File: src/rtl/ac97_sdi_receiver.sv
// AC97 SDI receiver: deserializes codec frames aligned to AC97Sync and
// commits the tag, status and PCM capture slots with one-cycle valid pulses.
module ac97_sdi_receiver (
  input  logic        AC97BitClock,
  input  logic        Reset,
  input  logic        AC97SDI,
  input  logic        AC97Sync,
  output logic [15:0] tag,
  output logic        codec_ready,
  output logic [6:0]  status_addr,
  output logic [15:0] status_data,
  output logic [19:0] pcm_left,
  output logic [19:0] pcm_right,
  output logic        frame_valid,
  output logic        status_valid,
  output logic        pcm_valid,
  output logic        locked,
  output logic        frame_err
);

  typedef enum logic {HUNT, LOCK} state_t;

  state_t      state_q, state_d;
  logic [7:0]  bit_cnt_q, bit_cnt_d;
  logic        sync_q;
  logic        rise, active, commit, err;
  logic [7:0]  nxt;

  logic [19:0] sh_q, sh_d;
  logic [15:0] tag_h_q, tag_h_d;
  logic [6:0]  s1_h_q, s1_h_d;
  logic [15:0] s2_h_q, s2_h_d;
  logic [19:0] s3_h_q, s3_h_d;
  logic [19:0] s4_h_q, s4_h_d;

  logic [15:0] tag_q, tag_d;
  logic [6:0]  sa_q, sa_d;
  logic [15:0] sd_q, sd_d;
  logic [19:0] pl_q, pl_d;
  logic [19:0] pr_q, pr_d;
  logic        fv_q, fv_d;
  logic        sv_q, sv_d;
  logic        pv_q, pv_d;
  logic        fe_q, fe_d;

  always_ff @(posedge AC97BitClock or posedge Reset) begin
    if (Reset) begin
      state_q   <= HUNT;
      bit_cnt_q <= 8'd0;
      sync_q    <= 1'b0;
    end else begin
      state_q   <= state_d;
      bit_cnt_q <= bit_cnt_d;
      sync_q    <= AC97Sync;
    end
  end

  // bit_cnt_d is the index of the bit sampled on this edge when active
  always_comb begin
    rise      = AC97Sync & ~sync_q;
    nxt       = bit_cnt_q + 8'd1;
    state_d   = state_q;
    bit_cnt_d = bit_cnt_q;
    active    = 1'b0;
    commit    = 1'b0;
    err       = 1'b0;
    unique case (state_q)
      HUNT: begin
        bit_cnt_d = 8'd0;
        if (rise) begin
          state_d = LOCK;
          active  = 1'b1;
        end
      end
      LOCK: begin
        if (rise) begin
          bit_cnt_d = 8'd0;
          active    = 1'b1;
          commit    = (nxt == 8'd0);
          err       = (nxt != 8'd0);
        end else if (nxt == 8'd0) begin
          state_d   = HUNT;
          bit_cnt_d = 8'd0;
          err       = 1'b1;
        end else begin
          bit_cnt_d = nxt;
          active    = 1'b1;
        end
      end
    endcase
  end

  always_comb begin
    sh_d    = {sh_q[18:0], AC97SDI};
    tag_h_d = tag_h_q;
    s1_h_d  = s1_h_q;
    s2_h_d  = s2_h_q;
    s3_h_d  = s3_h_q;
    s4_h_d  = s4_h_q;
    if (active) begin
      unique case (bit_cnt_d)
        8'd15:   tag_h_d = sh_d[15:0];
        8'd35:   s1_h_d  = sh_d[18:12];
        8'd55:   s2_h_d  = sh_d[19:4];
        8'd75:   s3_h_d  = sh_d;
        8'd95:   s4_h_d  = sh_d;
        default: ;
      endcase
    end
  end

  always_comb begin
    tag_d = tag_q;
    sa_d  = sa_q;
    sd_d  = sd_q;
    pl_d  = pl_q;
    pr_d  = pr_q;
    fv_d  = 1'b0;
    sv_d  = 1'b0;
    pv_d  = 1'b0;
    fe_d  = err;
    if (commit) begin
      tag_d = tag_h_q;
      fv_d  = 1'b1;
      if (tag_h_q[14] && tag_h_q[13]) begin
        sa_d = s1_h_q;
        sd_d = s2_h_q;
        sv_d = 1'b1;
      end
      if (tag_h_q[12]) pl_d = s3_h_q;
      if (tag_h_q[11]) pr_d = s4_h_q;
      pv_d = tag_h_q[12] | tag_h_q[11];
    end
  end

  always_ff @(posedge AC97BitClock or posedge Reset) begin
    if (Reset) begin
      sh_q    <= '0;
      tag_h_q <= '0;
      s1_h_q  <= '0;
      s2_h_q  <= '0;
      s3_h_q  <= '0;
      s4_h_q  <= '0;
      tag_q   <= '0;
      sa_q    <= '0;
      sd_q    <= '0;
      pl_q    <= '0;
      pr_q    <= '0;
      fv_q    <= 1'b0;
      sv_q    <= 1'b0;
      pv_q    <= 1'b0;
      fe_q    <= 1'b0;
    end else begin
      sh_q    <= sh_d;
      tag_h_q <= tag_h_d;
      s1_h_q  <= s1_h_d;
      s2_h_q  <= s2_h_d;
      s3_h_q  <= s3_h_d;
      s4_h_q  <= s4_h_d;
      tag_q   <= tag_d;
      sa_q    <= sa_d;
      sd_q    <= sd_d;
      pl_q    <= pl_d;
      pr_q    <= pr_d;
      fv_q    <= fv_d;
      sv_q    <= sv_d;
      pv_q    <= pv_d;
      fe_q    <= fe_d;
    end
  end

  assign tag          = tag_q;
  assign codec_ready  = tag_q[15];
  assign status_addr  = sa_q;
  assign status_data  = sd_q;
  assign pcm_left     = pl_q;
  assign pcm_right    = pr_q;
  assign frame_valid  = fv_q;
  assign status_valid = sv_q;
  assign pcm_valid    = pv_q;
  assign frame_err    = fe_q;
  assign locked       = (state_q == LOCK);

endmodule

File: config.mk
export PLATFORM = sky130hd
export DESIGN_NAME = ac97_sdi_receiver
export DESIGN_NICKNAME = d
export VERILOG_FILES = /design/src/rtl/ac97_sdi_receiver.sv
export SDC_FILE = /design/constraint.sdc
export NUM_CORES = 1
export LEC_CHECK = 0
export BUFFER_PORTS_ARGS = -buffer_cell sky130_fd_sc_hd__clkbuf_2
export CORE_ASPECT_RATIO = 0.8
export CORE_MARGIN = 2
export CORE_UTILIZATION = 40
export DETAILED_ROUTE_END_ITERATION = 10
export MAX_ROUTING_LAYER = met4
export PLACE_DENSITY = 0.66
export SKIP_LAST_GASP = 1
export SLEW_MARGIN = 20
export SYNTH_ARGS = -nofsm -noshare
export SYNTH_HDL_FRONTEND = slang
export SYNTH_SLANG_ARGS = --single-unit
File: constraint.sdc
create_clock -name AC97BitClock -period 7.25 [get_ports AC97BitClock]
set_input_delay 0.725 -clock AC97BitClock [delete_from_list [all_inputs] [get_ports AC97BitClock]]
set_output_delay 0.725 -clock AC97BitClock [all_outputs]
set_load 0.01 [all_outputs]
* Word level (Yosys, flattened, before mapping) *
Index checks and enable logic that the tools add are counted.

word-level totals
  logic and storage cells = 55
  bits of input ports = 4
  flip-flop bits (word level) = 191
  output and inout bits = 85

operators by class
  mux-type cells = 16
  bitwise logic cells = 4
  add/subtract/negate cells = 1
  reduce and logical (&&, ||, !) cells = 11
  equal/unequal tests = 5

operators by type and width
  operator                                                               count
  8-bit by 6-bit equality test with 1-bit output, second input constant  2
  8-bit by 7-bit equality test with 1-bit output, second input constant  2
  8-bit two-way mux                                                      2
  8-bit one-hot mux with 2 select lines                                  1
  2-bit AND reduction                                                    8
  1-bit two-way mux                                                      12
  8-bit by 1-bit adder with 8-bit output, second input constant          1
  8-bit by 4-bit equality test with 1-bit output, second input constant  1
  8-bit zero test                                                        1
  8-bit nonzero test                                                     1
  1-bit inverter                                                         2
  1-bit one-hot mux with 2 select lines                                  1
  1-bit AND                                                              1
  1-bit logical AND                                                      1
  1-bit OR                                                               1

* Depth between registers and ports, before layout *
  word-level depth = 7
  mapped depth = 11

* Least setup slack after synthesis *
OpenSTA, ideal clock, no wires.

  path type = reg2reg
  start = register bit_cnt_q[0]
  end = register tag_h_q[0]
  setup slack = 4.568 ns
  cell stages (with the launch flop) = 11
  clock period less this slack = 2.682 ns
  arrival = 2.557 ns
  buffers on the path = 2
  cells stage by stage = dfrtp_1 ha_1 buf_4 nand2_1 a21oi_1 ha_1 and2b_1 nand4b_2 nor4_4 buf_6 mux2_2

on the way
  word-level cells in the longest chain between the ends = 7

ends and longest elaborated chain
  item                                            RTL line  RTL
  from (decl)                                     24        logic [7:0] bit_cnt_q, bit_cnt_d;
  from (signal assigned)                          53        bit_cnt_q <= bit_cnt_d;
  8-bit by 1-bit adder with 8-bit output (*)      61        nxt = bit_cnt_q + 8'd1;
  8-bit zero test                                 81        end else if (nxt == 8'd0) begin
  8-bit two-way mux                               81
  8-bit two-way mux                               76        if (rise) begin
  8-bit one-hot mux with 2 select lines           67        unique case (state_q)
  8-bit by 4-bit equality test with 1-bit output  101       unique case (bit_cnt_d)
  2-bit AND reduction (no source line) (*)        n/a
  to (signal assigned)                            155       tag_h_q <= tag_h_d;
  to (decl)                                       30        logic [15:0] tag_h_q, tag_h_d;

Every way passes the cells marked *; elsewhere a longest branch is shown, timed or not.
A chain may end at the register's enable or synchronous reset.

* Worst setup path in the final report *
  start = register bit_cnt_q[0]
  end = register pr_q[4] (netlist: pcm_right[4])

on the way
  word-level cells in the longest chain between the ends = 5

ends and longest elaborated chain
  item                                    RTL line  RTL
  8-bit by 1-bit adder with 8-bit output  61
  8-bit zero test                         79        commit = (nxt == 8'd0);
  1-bit two-way mux                       76
  1-bit two-way mux                       67
  2-bit AND reduction (no source line)    n/a
  to (signal assigned)                    164       pr_q <= pr_d;
  to (decl)                               40        logic [19:0] pr_q, pr_d;

Every way passes these cells.

==> flow_metrics.tcl <==
set metrics [dict create \
    r2r_slack_ns 3.39 \
    initial_core_util 0.404 \
    met1_usage 0.220 \
    status "complete, no violations" \
    nets 576 \
    critPathLaunch "bit_cnt_q[0]" \
    period_share 0.532 \
    yosysTopAreaCellShare 0.657 \
    clkLatencyLatePin_ns 0.42 \
    netlist.top_cell.by_area "dfrtp_1" \
    cap_violations 0 \
    synth_cells 482 \
    wl_um 14200 \
    synth-seq-cells 191 \
    postRouteAntennaNets 0 \
    cp-end-kind "register" \
    endpoint "pcm_right[4]" \
    numCtsBuffers 17 \
    grt_pass1_vias 4260 \
    tritoncts "yes" \
    gp_congestion 0.845 \
    worstMarginPinSlew_ns 1.08 \
    clock-sinks 191 \
    ir_drop_mv 0.162 \
    coreArea_um2 18000 \
    antennaDiodeCount 0 \
    vias 4022 \
    avgRoutedWirePerCell_um 17.5 \
    synthTopCellsByArea "dfrtp_1 66%, mux2_2 22%, nand2_1 2.8%" \
    synth_edf_count 0 \
    drt_iter0_markers 179 \
    grt_pass1_wl_um 23300 \
    area_growth_pct 16.2 \
    holdWs_ns 0.425 \
    cts-resized-gates 0 \
    final-max-slew-violation-count 0 \
    synth_area_um2 7270 \
    stdcell_count 812 \
    power_density_nw_per_um2 249 \
    num-fill-cells 1562 \
    clockBufferDepth 2 \
    drive_gt1_frac 0.471 \
    antenna_found_initial 0 \
    critical_path_class "register to register" \
    drt_pass1_iterations 4 \
    worst_slew_margin_rel 0.281 \
    dieArea_um2 19300 \
    gr-total-overflow 0 \
    fp.dieH_um 125 \
    hold_viol 0 \
    hpwl_um 9420 \
    place_inst 779 \
    postCtsSetupBuffers 0 \
    worstSetupStartpointType "register" \
    setup_violations 0 \
    postCtsHoldBufs 0 \
    synth-async-reset-ratio 1.00 \
    grt.total_usage 0.161 \
    rr_worst_depth 8 \
    worstHoldPathType "primary input to register" \
    yosysWarnings 0 \
    clockRootBuffer "clkbuf_16" \
    grt_max_degree 115 \
    regToRegEndpoint "pcm_right[4]" \
    synth_flop_cell "dfrtp_1" \
    cp_max_fo 22 \
    crit_required_ns 7.56 \
    ys_types 40 \
    syn_area_per_cell_um2 15.1 \
    busiest_layer "met2" \
    r2r_start "bit_cnt_q[0]" \
    clock_skew_ns 0.00868 \
    die_w_um 155 \
    post-route-min-period_ns 3.86 \
    p_leak_uw 0.00451 \
    rsz0062_at_grt "no" \
    rows 44 \
    final.setup.tns_ns 0 \
    grt_use_met3 0.0386 \
    path_clk_slew_ns 0.07 \
    io_pins 89 \
    htreeDepth 4 \
    max_freq_mhz 259 \
    viasPerCell 4.95 \
    synth_fp_nets 489 \
    grt.met2_usage 0.241 \
    drc 0 \
    portBuffers 88 \
    yosysSeqAreaShare 0.657 \
    critPathArrivalTime_ns 4.17 \
]
-- synthesized netlist by cell type (2+ instances only) --
library cell and number:
o21ai_0 4, nand2_1 54, buf_6 2, nand3_1 6
nor3_1 2, and3_1 3, xnor2_1 5, buf_4 6
xor2_1 3, ha_1 3, mux2_2 141, buf_2 13
nand4_1 3, nor2_1 8, dfrtp_1 191, clkbuf_1 3
a21oi_1 5, nor2b_1 3, inv_1 5, nand3b_1 2
-- layout by cell type, fill, tap and decap left out, drive strengths merged --
master	netlist	final
a21oi	5	5
a311oi	1	1
a31oi	1	1
a32oi	2	2
and2	1	1
and2b	1	1
and3	4	4
buf	21	5
clkbuf	4	109
clkinv	1	6
clkinvlp	0	2
dfrtp	191	191
ha	3	3
inv	5	9
mux2	142	142
nand2	54	54
nand2b	1	1
nand3	6	6
nand3b	2	2
nand4	3	3
nand4b	3	3
nor2	8	8
nor2b	3	3
nor3	2	2
nor4	1	1
nor4b	3	3
o21ai	4	4
o21bai	1	1
or3	1	1
xnor2	5	5
xor2	3	3
-- how the worst min path moves through the flow --
stage | startpoint | end | slack, ns | cells past startpoint
3_3_place_gp | sh_q[0] | sh_q[1] | 0.42 | 0
6_report | AC97Sync | sync_q | 0.42 | 1
4_1_cts | AC97Sync | sync_q | 0.41 | 1
3_5_place_dp | sh_q[1] | sh_q[2] | 0.42 | 0
5_1_grt | AC97Sync | sync_q | 0.41 | 1
2_1_floorplan | sh_q[0] | sh_q[1] | 0.38 | 0
-- logic make-up (layout without fill, tap and decap cells) --
kind of cell / Yosys count / after routing / synth area share
xor gates and xnor gates: 8 / 8 / 0.00964
and+or+nand+nor: 93 / 93 / 0.0685
muxes: 142 / 142 / 0.220
buffers and inverters: 31 / 131 / 0.0236
AOI/OAI and AO/OA: 14 / 14 / 0.0157
DFF: 191 / 191 / 0.657
adders and majority gates: 3 / 3 / 0.00516
-- routing by layer --
| layer | vias to the layer above | routed length, um |
|---|---|---|
| li1 | 1832 | - |
| met1 | 2107 | 6780 |
| met2 | 72 | 6780 |
| met3 | 11 | 537 |
| met4 | 0 | 144 |
| met5 | - | 0 |
-- area by class of cell --
cell class                      count  area, um2  area share
Clock buffer                       21        450      0.0533
Clock inverter                     11       81.3     0.00963
Inverter                            6       30.0     0.00356
Multi-Input combinational cell    260       2330       0.276
Sequential cell                   191       4780       0.566
Tap cell                          230        288      0.0341
Timing Repair Buffer               93        485      0.0575
-- metrics by stage --
step	instance area (um2)	worst slack, ns	power (uW)	util
after floorplan	7270	1.33	1240	-
after global placement	7900	3.33	1260	0.439
after detailed placement	7900	3.24	1270	0.439
after CTS	8430	3.27	2120	0.468
after global routing	8440	3.08	2190	0.469
final	8440	3.39	2100	0.469
-- sequential cells by signal, indices dropped and copies added, names as in the netlist --
| register | count |
|---|---|
| bit_cnt_q | 8 |
| frame_err | 1 |
| frame_valid | 1 |
| locked | 1 |
| pcm_left | 20 |
| pcm_right | 20 |
| pcm_valid | 1 |
| s1_h_q | 7 |
| s2_h_q | 16 |
| s3_h_q | 20 |
| s4_h_q | 20 |
| sh_q | 19 |
| status_addr | 7 |
| status_data | 16 |
| status_valid | 1 |
| sync_q | 1 |
| tag | 16 |
| tag_h_q | 16 |
-- where the power goes --
part / switching, uW / internal, uW / leakage [uW]
logic: 79.0 / 40.8 / 0.00164
registers: 37.3 / 1090 / 0.00261
clock network: 399 / 452 / 0.000260
-- critical path, stage by stage, from the launching register on --
cell and delay, ns:
dfrtp_1 0.45, ha_1 0.37, nand2_1 0.18, a21oi_1 0.10
ha_1 0.22, nand2_1 0.43, clkinv_1 0.58, nand2_1 0.98
mux2_2 0.42
Power figures use the tool's default switching activity.
